### config.mk
export PLATFORM = sky130hd
export DESIGN_NAME = ram_fifo_ctrl
export DESIGN_NICKNAME = d
export VERILOG_FILES = /design/src/rtl/ram_fifo_pkg.sv /design/src/rtl/ram_fifo_ctrl.sv
export SDC_FILE = /design/constraint.sdc
export NUM_CORES = 1
export LEC_CHECK = 0
export ABC_AREA = 1
export CELL_PAD_IN_SITES_DETAIL_PLACEMENT = 0
export CELL_PAD_IN_SITES_GLOBAL_PLACEMENT = 1
export CORE_ASPECT_RATIO = 0.5
export CORE_UTILIZATION = 25
export DETAILED_ROUTE_END_ITERATION = 16
export GPL_TIMING_DRIVEN = 1
export HOLD_SLACK_MARGIN = 0.12
export PLACE_DENSITY_LB_ADDON = 0.1
export SYNTH_ARGS = -nofsm -noshare
export SYNTH_HDL_FRONTEND = slang
export SYNTH_SLANG_ARGS = --single-unit
### constraint.sdc
create_clock -name clk -period 4 [get_ports clk]
set_input_delay 1 -clock clk [delete_from_list [all_inputs] [get_ports clk]]
set_output_delay 1 -clock clk [all_outputs]
set_load 0.01 [all_outputs]
### src/rtl/ram_fifo_pkg.sv
// Shared sizing and FSM state type for the RAM-backed FIFO controller.
package ram_fifo_pkg;
  localparam int DATA_W = 16;
  localparam int ADDR_W = 4;
  localparam int DEPTH  = 16;
  localparam int CNT_W  = $clog2(DEPTH + 1);

  typedef enum logic [1:0] {
    ST_IDLE   = 2'd0,
    ST_WR     = 2'd1,
    ST_RD     = 2'd2,
    ST_RD_CAP = 2'd3
  } state_t;
endpackage

### src/rtl/ram_fifo_ctrl.sv
// 16x16 FIFO controller over an external single-port RAM; one request in flight.
// Push takes one WR cycle; pop returns rd_data/rd_valid three edges after acceptance.
module ram_fifo_ctrl
  import ram_fifo_pkg::*;
(
  input  logic              clk,
  input  logic              reset_n,
  input  logic              wr_req,
  input  logic [DATA_W-1:0] wr_data,
  input  logic              rd_req,
  output logic              ready,
  output logic [DATA_W-1:0] rd_data,
  output logic              rd_valid,
  output logic              full,
  output logic              empty,
  output logic [CNT_W-1:0]  count,
  output logic              err_ovf,
  output logic              err_udf,
  output logic              ram_cs,
  output logic              ram_w_en,
  output logic              ram_op_en,
  output logic [ADDR_W-1:0] ram_addr,
  output logic [DATA_W-1:0] ram_data_in,
  input  logic [DATA_W-1:0] ram_data_out
);

  state_t              r_state;
  logic [ADDR_W-1:0]   r_wr_ptr;
  logic [ADDR_W-1:0]   r_rd_ptr;
  logic [CNT_W-1:0]    r_count;
  logic [DATA_W-1:0]   r_rd_data;
  logic                r_rd_valid;
  logic                r_err_ovf;
  logic                r_err_udf;
  logic                r_ram_cs;
  logic                r_ram_w_en;
  logic                r_ram_op_en;
  logic [ADDR_W-1:0]   r_ram_addr;
  logic [DATA_W-1:0]   r_ram_data_in;
  logic                r_cap_wait;

  logic w_idle;
  logic w_full;
  logic w_empty;
  logic w_pop_acc;
  logic w_push_acc;
  logic w_ovf;
  logic w_udf;

  assign w_idle     = (r_state == ST_IDLE);
  assign w_full     = (r_count == CNT_W'(DEPTH));
  assign w_empty    = (r_count == '0);
  // Pop wins over push; a rejected pop does not block a push in the same cycle.
  assign w_pop_acc  = w_idle && rd_req && !w_empty;
  assign w_push_acc = w_idle && wr_req && !w_pop_acc && !w_full;
  assign w_ovf      = w_idle && wr_req && !w_pop_acc && w_full;
  assign w_udf      = w_idle && rd_req && w_empty;

  always_ff @(posedge clk or negedge reset_n) begin
    if (!reset_n) begin
      r_state       <= ST_IDLE;
      r_wr_ptr      <= '0;
      r_rd_ptr      <= '0;
      r_count       <= '0;
      r_rd_data     <= '0;
      r_rd_valid    <= 1'b0;
      r_err_ovf     <= 1'b0;
      r_err_udf     <= 1'b0;
      r_ram_cs      <= 1'b0;
      r_ram_w_en    <= 1'b0;
      r_ram_op_en   <= 1'b0;
      r_ram_addr    <= '0;
      r_ram_data_in <= '0;
      r_cap_wait    <= 1'b0;
    end else begin
      r_rd_valid <= 1'b0;
      r_err_ovf  <= w_ovf;
      r_err_udf  <= w_udf;
      case (r_state)
        ST_IDLE: begin
          if (w_pop_acc) begin
            r_state     <= ST_RD;
            r_ram_cs    <= 1'b1;
            r_ram_op_en <= 1'b1;
            r_ram_addr  <= r_rd_ptr;
          end else if (w_push_acc) begin
            r_state       <= ST_WR;
            r_ram_cs      <= 1'b1;
            r_ram_w_en    <= 1'b1;
            r_ram_addr    <= r_wr_ptr;
            r_ram_data_in <= wr_data;
          end
        end
        ST_WR: begin
          r_state       <= ST_IDLE;
          r_wr_ptr      <= r_wr_ptr + 1'b1;
          r_count       <= r_count + 1'b1;
          r_ram_cs      <= 1'b0;
          r_ram_w_en    <= 1'b0;
          r_ram_addr    <= '0;
          r_ram_data_in <= '0;
        end
        ST_RD: begin
          r_state     <= ST_RD_CAP;
          r_rd_ptr    <= r_rd_ptr + 1'b1;
          r_count     <= r_count - 1'b1;
          r_ram_op_en <= 1'b0;
        end
        ST_RD_CAP: begin
          // chip select stays high so the RAM keeps its read register; capture on the second cycle
          if (!r_cap_wait) begin
            r_cap_wait <= 1'b1;
          end else begin
            r_cap_wait <= 1'b0;
            r_state    <= ST_IDLE;
            r_rd_data  <= ram_data_out;
            r_rd_valid <= 1'b1;
            r_ram_cs   <= 1'b0;
            r_ram_addr <= '0;
          end
        end
        default: begin
          r_state <= ST_IDLE;
        end
      endcase
    end
  end

  assign ready       = w_idle;
  assign full        = w_full;
  assign empty       = w_empty;
  assign count       = r_count;
  assign rd_data     = r_rd_data;
  assign rd_valid    = r_rd_valid;
  assign err_ovf     = r_err_ovf;
  assign err_udf     = r_err_udf;
  assign ram_cs      = r_ram_cs;
  assign ram_w_en    = r_ram_w_en;
  assign ram_op_en   = r_ram_op_en;
  assign ram_addr    = r_ram_addr;
  assign ram_data_in = r_ram_data_in;

endmodule

# Word-level counts from Yosys, hierarchy flattened
# Cells that the tools add are included.
# op_classes
add_sub_neg,4
n_eq_ne,9
mux,23
n_reduce_logical,21
# ops
op,count
$mux 16,2
$pmux 16 s2,1
$mux 4,3
$pmux 4 s3,1
$pmux 5 s2,1
$add 4x1->4 const B,2
$mux 1,8
$pmux 2 s4,1
$logic_and 1x1->1,7
$mux 2,3
$reduce_and 2->1,3
$reduce_and 3->1,2
$reduce_bool 2->1,3
$add 5x1->5 const B,1
$eq 5x5->1 const B,1
$logic_not 5->1,1
$sub 5x1->5 const B,1
$eq 2x2->1 const B,2
$ne 2x1->1 const B,2
$ne 2x2->1 const B,2
$pmux 1 s2,2
$logic_not 1->1,3
$ne 3x1->1 const B,1
$pmux 1 s3,1
other kinds (3),3
# word_totals
register_bits,58
inputBits,36
word_cells,71

# Longest topological paths before layout
# Gate-level depths: netlist (run 1).
# logic_depth
depth_word,9
depth_mapped,12
ltp_nobuf,11

# Least setup slack after synthesis (run 1)
# No wires, ideal clock.
# synth_path
path_type,reg-to-reg
startpoint,register r_state[0]
endpoint,"register r_count[4], in the netlist count[4]"
setup_time_ns,0.117
arrival_time_ns,1.903
slack_ns,1.980
stages_incl_launch_ff,13
path_buffers,1
period_less_slack_ns,2.020
cell_sequence,dfrtp_1 > inv_1 > ha_1 > clkbuf_1 > inv_1 > fa_1 > inv_1 > nand2_1 > nand2_1 > a21oi_1 > xor2_1 > nand2_1 > nand2_1
# synth_via
elab_chain_cells,2
# synth_rtl
element,line,text
start: declaration,ram_fifo_ctrl.sv:27,state_t r_state;
start signal: assignment,ram_fifo_ctrl.sv:61,r_state <= ST_IDLE;
start signal: assignment,ram_fifo_ctrl.sv:82,r_state <= ST_RD;
start signal: assignment,ram_fifo_ctrl.sv:87,r_state <= ST_WR;
$eq 2x2->1 or $eq 2x1->1 (tied branches),ram_fifo_ctrl.sv:79,case (r_state)
$pmux 5 s2 or $reduce_bool 2->1 (tied branches),-,
end signal: assignment,ram_fifo_ctrl.sv:97,r_count <= r_count + 1'b1;
end signal: assignment,ram_fifo_ctrl.sv:106,r_count <= r_count - 1'b1;
end: declaration,ram_fifo_ctrl.sv:30,logic [CNT_W-1:0] r_count;
# Parallel ways exist; a longest one is shown, timed or not.
# A chain may end at the register's enable or synchronous reset.

# Final worst setup path (run 1)
# layout_path
startpoint,register r_state[1]
endpoint,output port ready
# layout_via
elab_chain_cells,1
# layout_rtl
element,line,text
$logic_not 2->1,ram_fifo_ctrl.sv:50,assign w_idle = (r_state == ST_IDLE);
end: declaration,ram_fifo_ctrl.sv:11,"output logic ready,"
# No other way between the ends.

==> flow_metrics.tcl, run 1 <==
set metrics [dict create \
    run_status "finished clean" \
    routabilityCongestion 0.7232 \
    start_util_pct 26.51 \
    period_needed_ns 2.807 \
    synthArstFlopShare_pct 100.0 \
    die_area_um2 11590 \
    drc 0 \
    synth_cells 321 \
    timing.slew.headroom_pct 38.85 \
    r2r-start "r_state[0]" \
    hpwlAfterDp_um 5011 \
    max_cap_violations 0 \
    critPathRequiredTime_ns 3.00 \
    postRouteWirelength_um 6929 \
    grt_max_degree 41 \
    drive_gt1_share_pct 6.796 \
    hold_end "ram_addr[0]" \
    crit_type "reg2out" \
    ff2ff_setup_slack_ns 1.81 \
    syn_nets 368 \
    cts_buffers 9 \
    min-delay-path-class "reg2reg" \
    ctsRootBufferMaster "clkbuf_16" \
    die_x_um 151.3 \
    min_period_over_period_pct 70.17 \
    synthDominantCellAreaShare_pct 52.11 \
    synthToLayoutAreaGrowth_pct 45.55 \
    synth_area_leaders "dfrtp_1 52%, nand2_1 19%, ha_1 4.5%" \
    cp.arrival_ns 1.81 \
    cts.path.max_buffers 2 \
    setup_tns_ns 0 \
    clkLatencyLatePin_ns 0.32 \
    drt-initial-drc-count 136 \
    path_max_fanout 6 \
    avgSynthCellArea_um2 8.677 \
    hold_path_depth 2 \
    rows 26 \
    grt_setup_unrepaired "no" \
    nNetsFinal 455 \
    drt-pass1-iter-count 4 \
    grt_pass1_wl_um 11630 \
    grt_pass1_vias 2381 \
    wl_per_cell_um 12.55 \
    post_cts_buffers 0 \
    reg2reg_depth 11 \
    synth_edf_count 0 \
    detail_route.vias_per_cell 4.221 \
    setup_viol 0 \
    worstMarginPinSlew_ns 0.9172 \
    hold_start "ram_addr[0]" \
    cts_tree "yes" \
    via_count 2330 \
    grt_usage_pct 12.97 \
    power_leakage_nw 1.984 \
    grt.overflow.total 0 \
    crit_chain "inv_1 > ha_1 > clkdlybuf4s50_1" \
    io_pins 86 \
    synth_top_flop_cell "dfrtp_1" \
    cp_top_family "buffers and inverters" \
    finalHoldViolCount 0 \
    clkSlewWorstSetupHoldPaths_ns 0.05 \
    fmax_mhz 356.3 \
    start_kind "register" \
    core_area_um2 10510 \
    cts.sinks 58 \
    yosysWarnings 0 \
    die_h_um 76.64 \
    antenna_left 0 \
    r2r_end "count[4]" \
    synth-seq-area-share_pct 52.11 \
    fin_area_um2 4054 \
    cp-end-kind "output port" \
    placed_area_um2 3760 \
    critPathBufInv 2 \
    fin_ws_ns 1.193 \
    htreeDepth 3 \
    cts_hold_buffers 0 \
    cts_resized 0 \
    maxSlewViolCount 0 \
    fin_skew_ns 0.004216 \
    ys_ff_latch 58 \
    antenna_found_initial 0 \
    slowest_stage "clkdlybuf4s50_1" \
    powerDensity_nw_per_um2 834.9 \
    synth_most_common_cell "nand2_1" \
    port_buffers 85 \
    peakVddDrop_uv 248.6 \
    n_antenna_cell 0 \
    ys_types 25 \
    synth_top_cell_by_area "dfrtp_1" \
    pre_cts_ws_ns 1.216 \
    syn_area_um2 2785 \
    synth_common_cells "141 x nand2_1, 58 x dfrtp_1, 22 x inv_1" \
    max_stage_delay_ns 0.60 \
]
logic make-up (layout without fill, tap and decap cells):
kind of cell | after synthesis | count (layout) | share of synthesized area [%]
flops | 58 | 58 | 52.11
compound gates | 14 | 14 | 2.650
fa+ha+maj | 11 | 11 | 5.211
buf+inv | 35 | 126 | 5.301
xor+xnor | 11 | 11 | 3.459
simple gates | 192 | 192 | 31.27
tightest hold or removal path, cell delays in order (launching register included):
cell	delay [ns]
dfrtp_1	0.34
nand2_1	0.05
nand2_1	0.05
layout by cell type (no fill, tap or decap):
cell,instances
nand2_1,141
clkdlybuf4s50_1,84
dfrtp_1,58
inv_1,22
nand3_1,16
nand3b_1,16
ha_1,10
xor2_1,9
clkbuf_16,9
nor2_1,8
a21oi_1,8
o21ai_0,5
nand2_4,3
nand3_4,2
clkinv_1,2
nand2_2,2
nand4_1,2
xnor2_1,2
clkinvlp_4,2
clkinv_2,2
nor2_4,1
nor2_2,1
a21oi_2,1
inv_2,1
fa_1,1
clkbuf_8,1
bufinv_16,1
buf_2,1
buf_4,1
routing by layer:
layer  wire, um  up-vias  GRT usage, %
met4         81        0         4.200
li1           -     1169             -
met2       3144       56         20.46
met5          0        -             0
met1       3304     1097         16.45
met3        398        8         4.551
flip-flops by register name, summed over array words and instances (netlist names):
signal       flops
count            5
ram_op_en        1
err_udf          1
err_ovf          1
ram_w_en         1
r_state          2
rd_data         16
ram_data_in     16
ram_cs           1
r_cap_wait       1
ram_addr         4
rd_valid         1
r_rd_ptr         4
r_wr_ptr         4
where the power goes:
| group | switching (W) | internal (W) |
|---|---|---|
| clock network | 0.000257 | 0.000492 |
| logic | 0.000840 | 0.000735 |
| registers | 0.000198 | 0.000862 |
through the flow:
stage,hold slack (ns),total power (W),cells,utilization [%]
floorplan,0.4464,0.001971,321,-
global placement,0.4589,0.002626,537,35.78
detailed placement,0.4648,0.002663,537,35.78
CTS,0.4739,0.003439,552,38.58
global route,0.4955,0.003669,552,38.58
finish,0.4717,0.003385,552,38.58
layout make-up:
cell class,instances,area (um2)
sequential,58,1451
inverter,25,93.84
tap,140,175.2
timing repair buffer,86,853.3
fill,1085,6454
clock buffer,10,239.0
multi-input combinational,228,1186
clock inverter,5,55.05
how the worst max path moves through the flow:
stage,cells past startpoint,start,end
3_5_place_dp,9,rd_req,ram_data_in[4]
6_report,3,r_state[1],ready
5_1_grt,4,count[1],full
4_1_cts,3,r_state[1],ready
3_3_place_gp,9,rd_req,ram_data_in[13]
2_1_floorplan,12,r_state[0],count[4]
Note: power is estimated with default switching activity, not from simulation.
==> run 2: changes to the inputs <==
==> constraint.sdc (replaced) <==
create_clock -name clk -period 2.4 [get_ports clk]
set_input_delay 0.6 -clock clk [delete_from_list [all_inputs] [get_ports clk]]
set_output_delay 0.6 -clock clk [all_outputs]
set_load 0.01 [all_outputs]
==> flow_metrics.tcl, run 2 (synthesis results as in run 1) <==
set metrics [dict create \
    cts_tree "yes" \
    grt_setup_unrepaired "no" \
    max_cap_violations 0 \
    p_int_w 0.003842 \
    p_comb_share_pct 44.3 \
    r2r-start "r_state[0]" \
    cp-end-kind "output port" \
    stdcell_count 558 \
    r2r_end "count[4]" \
    period_needed_ns 2.325 \
    htreeDepth 3 \
    start_kind "register" \
    drc 0 \
    fin_skew_ns 0.003594 \
    io_pins 86 \
    antenna_left 0 \
    power_frac_seq_pct 29.5 \
    timing.slew.headroom_pct 66.62 \
    setup_tns_ns 0 \
    detail_route.vias_per_cell 4.163 \
    start_util_pct 26.51 \
    fmax_mhz 430.1 \
    antenna_found_initial 0 \
    grt.overflow.total 0 \
    cp-startpoint "r_state[0]" \
    run_status "finished clean" \
    via_count 2323 \
    grt_pass1_vias 2377 \
    die_area_um2 11590 \
    dp.cells 542 \
    min_period_over_period_pct 96.87 \
    die_x_um 151.3 \
    postRouteWirelength_um 6957 \
    clkLatencyLatePin_ns 0.32 \
    power_switching_share_pct 36.01 \
    path_max_fanout 6 \
    port_buffers 85 \
    synthToLayoutAreaGrowth_pct 50.00 \
    n_antenna_cell 0 \
    routabilityCongestion 0.7390 \
    grt_max_degree 26 \
    grt_usage_pct 13.01 \
    reg2reg_depth 11 \
    ff2ff_setup_slack_ns 0.35 \
    wl_per_cell_um 12.47 \
    cts.sinks 58 \
    drive_gt1_share_pct 8.373 \
    drt-pass1-iter-count 4 \
    p_clk_share_pct 26.2 \
    core_area_um2 10510 \
    post_cts_buffers 0 \
    hpwlAfterDp_um 5167 \
    peakVddDrop_uv 531.3 \
    holdWs_ns 0.2442 \
    clkSlewWorstSetupHoldPaths_ns 0.05 \
    final_common_cell "nand2_1" \
    power_leakage_nw 2.047 \
    cp.arrival_ns 1.72 \
    die_h_um 76.64 \
    finalHoldViolCount 0 \
    drt-initial-drc-count 117 \
    cts.path.max_buffers 2 \
    ctsRootBufferMaster "clkbuf_16" \
    layout.cells.most_common_list "141 x nand2_1, 84 x clkdlybuf4s50_1, 58 x dfrtp_1" \
    powerDensity_nw_per_um2 1437 \
    worstMarginPinSlew_ns 0.5007 \
    grt_pass1_wl_um 11660 \
    setup_viol 0 \
    maxSlewViolCount 0 \
    p_sw_w 0.002162 \
    cts_hold_buffers 0 \
    nNetsFinal 460 \
    critPathRequiredTime_ns 1.80 \
    min-delay-path-class "in2async" \
    cts_buffers 9 \
    rows 26 \
    crit_type "reg2out" \
]
==> run 2: how the worst max path moves through the flow <==
| stage | endpoint | slack (ns) | cells after the start |
|---|---|---|---|
| 2_1_floorplan | count[4] | 0.38 | 12 |
| 3_3_place_gp | full | 0.32 | 4 |
| 3_5_place_dp | ram_data_in[1] | 0.26 | 9 |
| 4_1_cts | full | 0.03 | 4 |
| 5_1_grt | ready | 0.01 | 3 |
| 6_report | ready | 0.08 | 3 |
==> run 2: layer usage <==
metal	routed length [um]	track usage (%)	share of wire, %	up-vias
met1	3235	15.93	46	1092
met4	55	3.900	0.79	0
li1	-	-	-	1182
met3	354	4.611	5.1	5
met2	3312	21.32	48	44
met5	0	0	0	-
==> run 2: area by class of cell <==
class,instances,area [um2]
clock buffer,11,242.7
clock inverter,5,125.1
fill,1059,6330
inverter,25,93.84
multi-input combinational,228,1199
sequential,58,1451
tap,140,175.2
timing repair buffer,91,890.9
==> run 2: power by group through the flow <==
stage | logic [W] | registers, W | clock network, W
floorplan | 0.00140 | 0.00189 | 0
global placement | 0.00265 | 0.00176 | 0
detailed placement | 0.00269 | 0.00178 | 0
CTS | 0.00271 | 0.00177 | 0.00162
global route | 0.00300 | 0.00184 | 0.00167
finish | 0.00266 | 0.00177 | 0.00157
==> run 2: metrics by stage <==
| step | total power, W | cell area [um2] | util (%) | setup WS, ns |
|---|---|---|---|---|
| after floorplan | 0.003286 | 2785 | - | 0.3802 |
| after global placement | 0.004411 | 3797 | 36.14 | 0.3249 |
| after detailed placement | 0.004474 | 3797 | 36.14 | 0.2627 |
| after CTS | 0.006101 | 4173 | 39.71 | 0.03336 |
| after global routing | 0.006505 | 4178 | 39.76 | 0.01322 |
| final | 0.006003 | 4178 | 39.76 | 0.07501 |
==> run 2: timing repair <==
item | CTS | global route
setup endpoints to repair | 2 | 1
pin swaps | 0 | 0
resized for setup | 2 | 1
hold endpoints to repair | 0 | 0
==> run 2: worst max-delay path, cell delays in order (launching register included) <==
cell and delay, ns:
dfrtp_1 0.43, inv_1 0.13, ha_2 0.29, clkdlybuf4s50_1 0.56
==> run 3: changes to the inputs <==
--- a/config.mk
+++ b/config.mk
@@ -6,6 +6,7 @@
 export NUM_CORES = 1
 export LEC_CHECK = 0
 export ABC_AREA = 1
+export CAP_MARGIN = 20
 export CELL_PAD_IN_SITES_DETAIL_PLACEMENT = 0
 export CELL_PAD_IN_SITES_GLOBAL_PLACEMENT = 1
 export CORE_ASPECT_RATIO = 0.5
==> results of run 3 <==
Final layout, timing and power as in run 2 (identical DEF).
